File: config.mk
export PLATFORM = sky130hd
export DESIGN_NAME = acc_sequencer
export DESIGN_NICKNAME = d
export VERILOG_FILES = /design/src/rtl/acc_sequencer.sv
export SDC_FILE = /design/constraint.sdc
export NUM_CORES = 1
export LEC_CHECK = 0
export CORE_ASPECT_RATIO = 1.5
export CORE_UTILIZATION = 37
export DETAILED_ROUTE_END_ITERATION = 10
export PLACE_DENSITY_LB_ADDON = 0.3
export SETUP_SLACK_MARGIN = 0.4
export SYNTH_ARGS = -nofsm -noshare
export SYNTH_HDL_FRONTEND = slang
export SYNTH_SLANG_ARGS = --single-unit
File: constraint.sdc
create_clock -name CLOCK_50 -period 4.58 [get_ports CLOCK_50]
set_input_delay 0.687 -clock CLOCK_50 [delete_from_list [all_inputs] [get_ports CLOCK_50]]
set_output_delay 0.687 -clock CLOCK_50 [all_outputs]
set_load 0.005 [all_outputs]
File: src/rtl/acc_sequencer.sv
// Step-timed accumulator sequencer: loads init, then applies op once per prescaler tick, `steps` times.
// Optional build macro ACC_SEQUENCER_SATURATE_EN clamps add and left shift at 31 instead of wrapping.
module acc_sequencer #(
    parameter int TICK_DIV_W = 25
) (
    input  logic       CLOCK_50,
    input  logic       RESET_N,
    input  logic       start,
    input  logic       abort,
    input  logic [1:0] op,
    input  logic [4:0] operand,
    input  logic [4:0] init,
    input  logic [3:0] steps,
    output logic [4:0] acc,
    output logic       busy,
    output logic       done,
    output logic [3:0] remaining
);

    // state  | meaning
    // S_IDLE | waiting for start; request fields captured when start is seen
    // S_LOAD | acc <- init, remaining <- steps, prescaler cleared
    // S_RUN  | prescaler counting; each tick applies op and decrements remaining
    // S_DONE | one-cycle done pulse, then back to idle
    typedef enum logic [1:0] {S_IDLE, S_LOAD, S_RUN, S_DONE} state_t;

    state_t                  state_q, state_d;
    logic [1:0]              op_q, op_d;
    logic [4:0]              operand_q, operand_d;
    logic [4:0]              init_q, init_d;
    logic [3:0]              steps_q, steps_d;
    logic [4:0]              acc_q, acc_d;
    logic [3:0]              remaining_q, remaining_d;
    logic [TICK_DIV_W-1:0]   presc_q, presc_d;
    logic                    busy_q, busy_d;
    logic                    done_q, done_d;

    logic                    tick;
    logic [5:0]              sum;
    logic [4:0]              op_result;

    assign tick = &presc_q;
    assign sum  = {1'b0, acc_q} + {1'b0, operand_q};

    always_comb begin
        op_result = acc_q;
        case (op_q)
            2'b00: op_result = acc_q;
`ifdef ACC_SEQUENCER_SATURATE_EN
            2'b01: op_result = sum[5] ? 5'd31 : sum[4:0];
`else
            2'b01: op_result = sum[4:0];
`endif
            2'b10: op_result = acc_q ^ operand_q;
            2'b11: begin
                if (operand_q[0]) begin
                    op_result = {1'b0, acc_q[4:1]};
                end else begin
`ifdef ACC_SEQUENCER_SATURATE_EN
                    op_result = acc_q[4] ? 5'd31 : {acc_q[3:0], 1'b0};
`else
                    op_result = {acc_q[3:0], 1'b0};
`endif
                end
            end
            default: op_result = acc_q;
        endcase
    end

    always_comb begin
        state_d     = state_q;
        op_d        = op_q;
        operand_d   = operand_q;
        init_d      = init_q;
        steps_d     = steps_q;
        acc_d       = acc_q;
        remaining_d = remaining_q;
        presc_d     = presc_q;
        case (state_q)
            S_IDLE: begin
                if (start) begin
                    op_d      = op;
                    operand_d = operand;
                    init_d    = init;
                    steps_d   = steps;
                    state_d   = S_LOAD;
                end
            end
            S_LOAD: begin
                if (abort) begin
                    remaining_d = 4'd0;
                    state_d     = S_IDLE;
                end else begin
                    acc_d       = init_q;
                    remaining_d = steps_q;
                    presc_d     = '0;
                    state_d     = (steps_q == 4'd0) ? S_DONE : S_RUN;
                end
            end
            S_RUN: begin
                if (abort) begin
                    remaining_d = 4'd0;
                    state_d     = S_IDLE;
                end else begin
                    presc_d = presc_q + TICK_DIV_W'(1);
                    if (tick) begin
                        acc_d       = op_result;
                        remaining_d = remaining_q - 4'd1;
                        if (remaining_q == 4'd1) begin
                            state_d = S_DONE;
                        end
                    end
                end
            end
            S_DONE: begin
                state_d = S_IDLE;
            end
            default: begin
                state_d = S_IDLE;
            end
        endcase
        // Outputs are registered, so derive them from the state being entered.
        busy_d = (state_d == S_LOAD) || (state_d == S_RUN);
        done_d = (state_d == S_DONE);
    end

    always_ff @(posedge CLOCK_50 or negedge RESET_N) begin
        if (!RESET_N) begin
            state_q     <= S_IDLE;
            op_q        <= 2'd0;
            operand_q   <= 5'd0;
            init_q      <= 5'd0;
            steps_q     <= 4'd0;
            acc_q       <= 5'd0;
            remaining_q <= 4'd0;
            presc_q     <= '0;
            busy_q      <= 1'b0;
            done_q      <= 1'b0;
        end else begin
            state_q     <= state_d;
            op_q        <= op_d;
            operand_q   <= operand_d;
            init_q      <= init_d;
            steps_q     <= steps_d;
            acc_q       <= acc_d;
            remaining_q <= remaining_d;
            presc_q     <= presc_d;
            busy_q      <= busy_d;
            done_q      <= done_d;
        end
    end

    assign acc       = acc_q;
    assign remaining = remaining_q;
    assign busy      = busy_q;
    assign done      = done_q;

endmodule
==> results of run 1 <==
[kinds of logic after synthesis]
| group | Yosys count | synth area share (%) |
|---|---|---|
| AOI/OAI and AO/OA | 61 | 12.8 |
| and+or+nand+nor | 105 | 20.8 |
| buffers and inverters | 24 | 3.96 |
| xor gates and xnor gates | 10 | 2.89 |
| muxes | 29 | 11.0 |
| DFF | 54 | 44.6 |
| adders and majority gates | 9 | 3.96 |
[cells in the final DEF, fill, tap and decap left out, types with 2 or more instances in the layout]
cell type and n:
xnor2_1 2, xor2_1 8, buf_4 2, dfrtp_1 54, and4_1 4, clkdlybuf4s50_1 29, mux2_2 14, nor4_4 3
o311ai_0 2, ha_1 8, o41ai_1 2, nor3_1 4, nand2b_1 3, o22ai_1 3, or3_1 2, clkbuf_16 5
nand3_1 12, o31ai_1 3, nand2_1 22, nor3b_1 3, o211ai_1 3, a22oi_1 2, o21ai_0 17, inv_1 10
mux2_4 5, a31oi_1 5, a21oi_1 15, mux2i_1 10, nor2_1 27, nand3_4 2, nor4_1 2, nand4_1 7
[critical path: stages, from the launching register on]
cell and delay (ps):
dfrtp_1 590, nand2b_1 390, nor2_1 630, o21ai_0 230
o21a_4 280, mux2_4 300
[synthesized netlist by cell type (all sizes together) (4+ instances only)]
master and instances:
a31oi 5, inv 10, o21ai 17, nand4 8
nand2 22, nor3b 4, nand3 14, and4 5
ha 8, xor2 8, mux2 19, nor4 5
buf 7, nor3 4, dfrtp 54, a21oi 15
nor2 27, mux2i 10, clkbuf 7
[stage by stage]
| step | utilization, % | setup slack, ps | total power, uW | hold slack, ps |
|---|---|---|---|---|
| floorplan | - | 2630 | 1230 | 391 |
| global placement | 42.7 | 1890 | 1440 | 476 |
| detailed placement | 42.7 | 1820 | 1450 | 489 |
| CTS | 44.6 | 2030 | 1860 | 241 |
| global route | 44.6 | 1800 | 1970 | 251 |
| finish | 44.6 | 2050 | 1840 | 236 |
[registers in the layout, summed over array words and instances, names as in the netlist]
name       cells
steps_q        4
remaining      4
state_q        2
done           1
operand_q      5
acc            5
presc_q       25
op_q           2
busy           1
init_q         5
[per-layer routing]
layer	wire [um]	share of wire (%)
met1	2720	44
met2	3220	52
met3	145	2.4
met4	77	1.3
met5	0	0
[worst paths after layout]
check / to / slack, ps / startpoint / cells after the start
setup / recovery: acc[3] / 2050 / state_q[1] / 5
hold / removal: init_q[4] / 240 / RESET_N / 1
setup reg to reg: acc[3] / 2050 / state_q[1] / 5
hold reg to reg: presc_q[22] / 500 / presc_q[22] / 1
max in group asynchronous: presc_q[2] / 3510 / RESET_N / 2
min in group CLOCK_50: presc_q[22] / 500 / presc_q[22] / 1
[power by group]
part,internal (uW),switching [uW]
clock network,210,189
registers,597,160
logic,377,306
[cell type report]
type                       count  area share (%)
clock inverter                 3           0.810
clock buffer                   5            3.52
inverter                      10            1.06
tap                          105            3.70
timing repair buffer          32            8.74
sequential                    54            38.1
multi-input combinational    214            44.1
==> results.sh, run 1 <==
export IMPL_multi_input_area_mm2=0.00157
export IMPL_post_route_period_util_pct=55.2
export IMPL_async_reset_ff_share_pct=100
export IMPL_avgViaCountPerCell=5.30
export IMPL_finalSetupTns_ps=0
export IMPL_cts_root_buffer="clkbuf_16"
export IMPL_ant_nets=0
export IMPL_cts_resized=0
export IMPL_final_cell_area_mm2=0.00355
export IMPL_fin_crit_ps=2530
export IMPL_cp_start_kind="register"
export IMPL_syn_nets=321
export IMPL_final_seq_area_mm2=0.00135
export IMPL_die_x_um=75.9
export IMPL_yosys_area_top_type="dfrtp_1"
export IMPL_globalplace_congestion=0.783
export IMPL_relSlewSlack_pct=39.2
export IMPL_ioPinCount=31
export IMPL_clock_sinks=54
export IMPL_use_met3_pct=2.42
export IMPL_overflow=0
export IMPL_worst_pin_slew_ps=904
export IMPL_num_rows=40
export IMPL_drt_wirelength_per_cell_um=14.6
export IMPL_synth_seq_cells=54
export IMPL_clk_insertion_delay_late_ps=300
export IMPL_grt_pass1_wl_mm=10.4
export IMPL_syn_area_mm2=0.00303
export IMPL_p_per_area_mw_per_mm2=518
export IMPL_clock_skew_ps=13.3
export IMPL_cp_required_ps=4760
export IMPL_drive_above_1_share_pct=14.5
export IMPL_initial_utilization_pct=38.1
export IMPL_port_buffers=30
export IMPL_max_freq_mhz=395
export IMPL_yosysWarnings=0
export IMPL_die_area_mm2=0.00857
export IMPL_syn_inst=292
export IMPL_finalHoldViolations=0
export IMPL_rsz0062_at_grt="false"
export IMPL_die_height_um=113
export IMPL_ys_flop_type="dfrtp_1"
export IMPL_place_area_mm2=0.00340
export IMPL_antenna_found_initial=0
export IMPL_post_cts_buffers=0
export IMPL_synth_edf_count=0
export IMPL_use_met1_pct=18.0
export IMPL_p_leak_uw=0.00155
export IMPL_dp_cells=415
export IMPL_cts_hold_buffers=0
export IMPL_synth_top_cell_area_share_pct=44.6
export IMPL_dp_hpwl_mm=4.40
export IMPL_seq_area_frac_synth_pct=44.6
export IMPL_ys_types=57
export IMPL_area_delta_synth_final_pct=17.1
export IMPL_arrival_ps=2710
export IMPL_cts_htree_levels=2
export IMPL_grtUsageTotal_pct=15.1
export IMPL_hold_class="in2async"
export IMPL_final_cells=423
export IMPL_firstDrtPassIters=4
export IMPL_drt_total_wl_mm=6.16
export IMPL_drc=0
export IMPL_end_kind="register"
export IMPL_cap_violations=0
export IMPL_synthTopCellsByArea="dfrtp_1 (45%), mux2_2 (5.2%), nor2_1 (3.3%)"
export IMPL_diodes=0
export IMPL_fill_cells=770
export IMPL_cts_tree="built"
export IMPL_core_mm2=0.00796
export IMPL_cts_clk_slew_worst_paths_ps=80
export IMPL_route_vias_total=2243
export IMPL_report_final_slew_viol_count=0
export IMPL_ir_drop_mv=0.333
export IMPL_worstPathMaxFanout=15
export IMPL_worst_setup_path_type="reg2reg"
export IMPL_status="finished clean"
export IMPL_grt_max_degree=47
export IMPL_grt_busiest_layer="met2"
export IMPL_fin_nets=346
export IMPL_setup_violations=0
export IMPL_clk_path_buf_depth=2
export IMPL_drt_initial_drc_count=132
export IMPL_numCtsBuffers=5
export IMPL_postSynthAreaPerCell_um2=10.4
export IMPL_use_met2_pct=27.4
export IMPL_first_global_vias=2171
Note: power is estimated with default switching activity, not from simulation.
==> run 2: changes to the inputs <==
Clock period 4.58 ns to 2.1 ns, I/O delays scaled along.
==> results.sh, run 2 (same netlist as run 1, synthesis figures left out) <==
export IMPL_cts_root_buffer="clkbuf_16"
export IMPL_initial_utilization_pct=38.1
export IMPL_setup_violations=0
export IMPL_finalSetupTns_ps=0
export IMPL_max_freq_mhz=531
export IMPL_hold_class="in2async"
export IMPL_antenna_found_initial=0
export IMPL_grt_pass1_wl_mm=11.7
export IMPL_grtUsageTotal_pct=17.1
export IMPL_drt_initial_drc_count=142
export IMPL_cts_tree="built"
export IMPL_largest_reg_flops=25
export IMPL_drt_total_wl_mm=7.26
export IMPL_num_rows=40
export IMPL_clk_path_buf_depth=2
export IMPL_drc=0
export IMPL_p_leak_uw=0.00183
export IMPL_die_height_um=113
export IMPL_final_cell_mix="dfrtp_1 (49), buf_4 (43), clkdlybuf4s50_1 (28)"
export IMPL_max_flop_register="presc_q"
export IMPL_end_kind="register"
export IMPL_dp_cells=433
export IMPL_p_per_area_mw_per_mm2=1110
export IMPL_arrival_ps=2060
export IMPL_cts_htree_levels=2
export IMPL_max_stage_delay_ps=360
export IMPL_clk_insertion_delay_late_ps=290
export IMPL_cts_hold_buffers=0
export IMPL_ir_drop_mv=0.550
export IMPL_worstPathMaxFanout=2
export IMPL_firstDrtPassIters=4
export IMPL_overflow=0
export IMPL_ant_nets=0
export IMPL_post_route_period_util_pct=89.7
export IMPL_rsz0062_at_grt="true"
export IMPL_endpoint="acc[4]"
export IMPL_worst_pin_slew_ps=696
export IMPL_cp_required_ps=2280
export IMPL_port_buffers=30
export IMPL_drt_wirelength_per_cell_um=15.4
export IMPL_cp_depth=8
export IMPL_core_mm2=0.00796
export IMPL_die_x_um=75.9
export IMPL_cap_violations=0
export IMPL_dp_hpwl_mm=4.83
export IMPL_cts_clk_slew_worst_paths_ps=70
export IMPL_area_delta_synth_final_pct=37.4
export IMPL_first_global_vias=2437
export IMPL_dr_wl_met2_mm=4.02
export IMPL_fin_nets=395
export IMPL_diodes=0
export IMPL_rr_endpoint="acc[4]"
export IMPL_crit_family="adder cells"
export IMPL_drive_above_1_share_pct=34.9
export IMPL_wl_met1_mm=2.95
export IMPL_route_vias_total=2526
export IMPL_final_cells=472
export IMPL_crit_slowest_cell="dfrtp_1"
export IMPL_crit_path_start="operand_q[0]"
export IMPL_numCtsBuffers=5
export IMPL_wl_met3_um=174
export IMPL_mostFrequentLayoutCell="dfrtp_1"
export IMPL_fin_crit_ps=1880
export IMPL_reg2regPathDepth=8
export IMPL_clock_skew_ps=5.77
export IMPL_finalHoldViolations=0
export IMPL_path_cells="ha_2, inv_2, fa_2, nand2b_4, a21oi_4, mux2i_1, a22o_2, mux2_4"
export IMPL_cp_start_kind="register"
export IMPL_clock_sinks=54
export IMPL_worst_setup_path_type="reg2reg"
export IMPL_avgViaCountPerCell=5.35
export IMPL_status="finished clean"
export IMPL_path_buf_inv=1
export IMPL_ioPinCount=31
export IMPL_relSlewSlack_pct=53.6
export IMPL_highest_layer="met4"
export IMPL_r2r_start="operand_q[0]"
export IMPL_grt_max_degree=55
export IMPL_report_final_slew_viol_count=0
export IMPL_r2r_setup_slack_ps=220
export IMPL_die_area_mm2=0.00857
export IMPL_globalplace_congestion=0.763
## run 2: what timing repair did
action / 4_1_cts / 5_1_grt
pin swaps: 5 / 17
resized for setup: 18 / 38
setup buffers: 15 / 15
cloned: 0 / 1
endpoints found under the setup margin: 26 / 35
## run 2: final cells by class
type / count / area (um2)
fill: 675 / 3790
timing repair buffer: 80 / 696
timing repair inverter: 1 / 7.51
inverter: 10 / 41.3
clock buffer: 7 / 133
tap: 105 / 131
multi-input combinational: 214 / 1770
sequential: 54 / 1360
clock inverter: 1 / 30.0
## run 2: power by group
group	switching (uW)	internal [uW]	total (uW)
clock	351	564	915
combinational	930	1170	2100
sequential	291	1310	1600
total	1570	3040	4610
## run 2: layer usage
metal  GRT usage (%)  vias to the layer above
li1                -                     1217
met1            19.8                     1251
met2            32.8                       47
met3            2.26                       11
met4            4.87                        0
met5               0                        -
## run 2: worst reg2reg max path: cells and delay by family, from the launching register on
family / cells / cell delay [ps]
AO/OA/AOI/OAI: 2 / 340
adder cells (fa/ha/maj): 2 / 530
buffers and inverters: 1 / 40
flip-flops: 1 / 360
multiplexers: 2 / 350
AND/OR/NAND/NOR: 1 / 160
## run 2: per-stage QoR
stage	instance area (um2)	hold slack [ps]	utilization, %	total power [uW]	setup WS, ps
after floorplan	3060	19.4	-	2720	250
after global placement	3550	477	44.7	3290	76.3
after detailed placement	3550	487	44.7	3330	43.5
after CTS	3890	187	48.9	4420	210
after global routing	4170	212	52.4	4950	125
final	4170	150	52.4	4610	216
## run 2: worst min path at each step
stage | to | slack (ps)
after floorplan | acc[0] | 20
after global placement | presc_q[19] | 480
after detailed placement | operand_q[1] | 490
after CTS | operand_q[1] | 190
after global routing | operand_q[1] | 210
final | acc[1] | 150
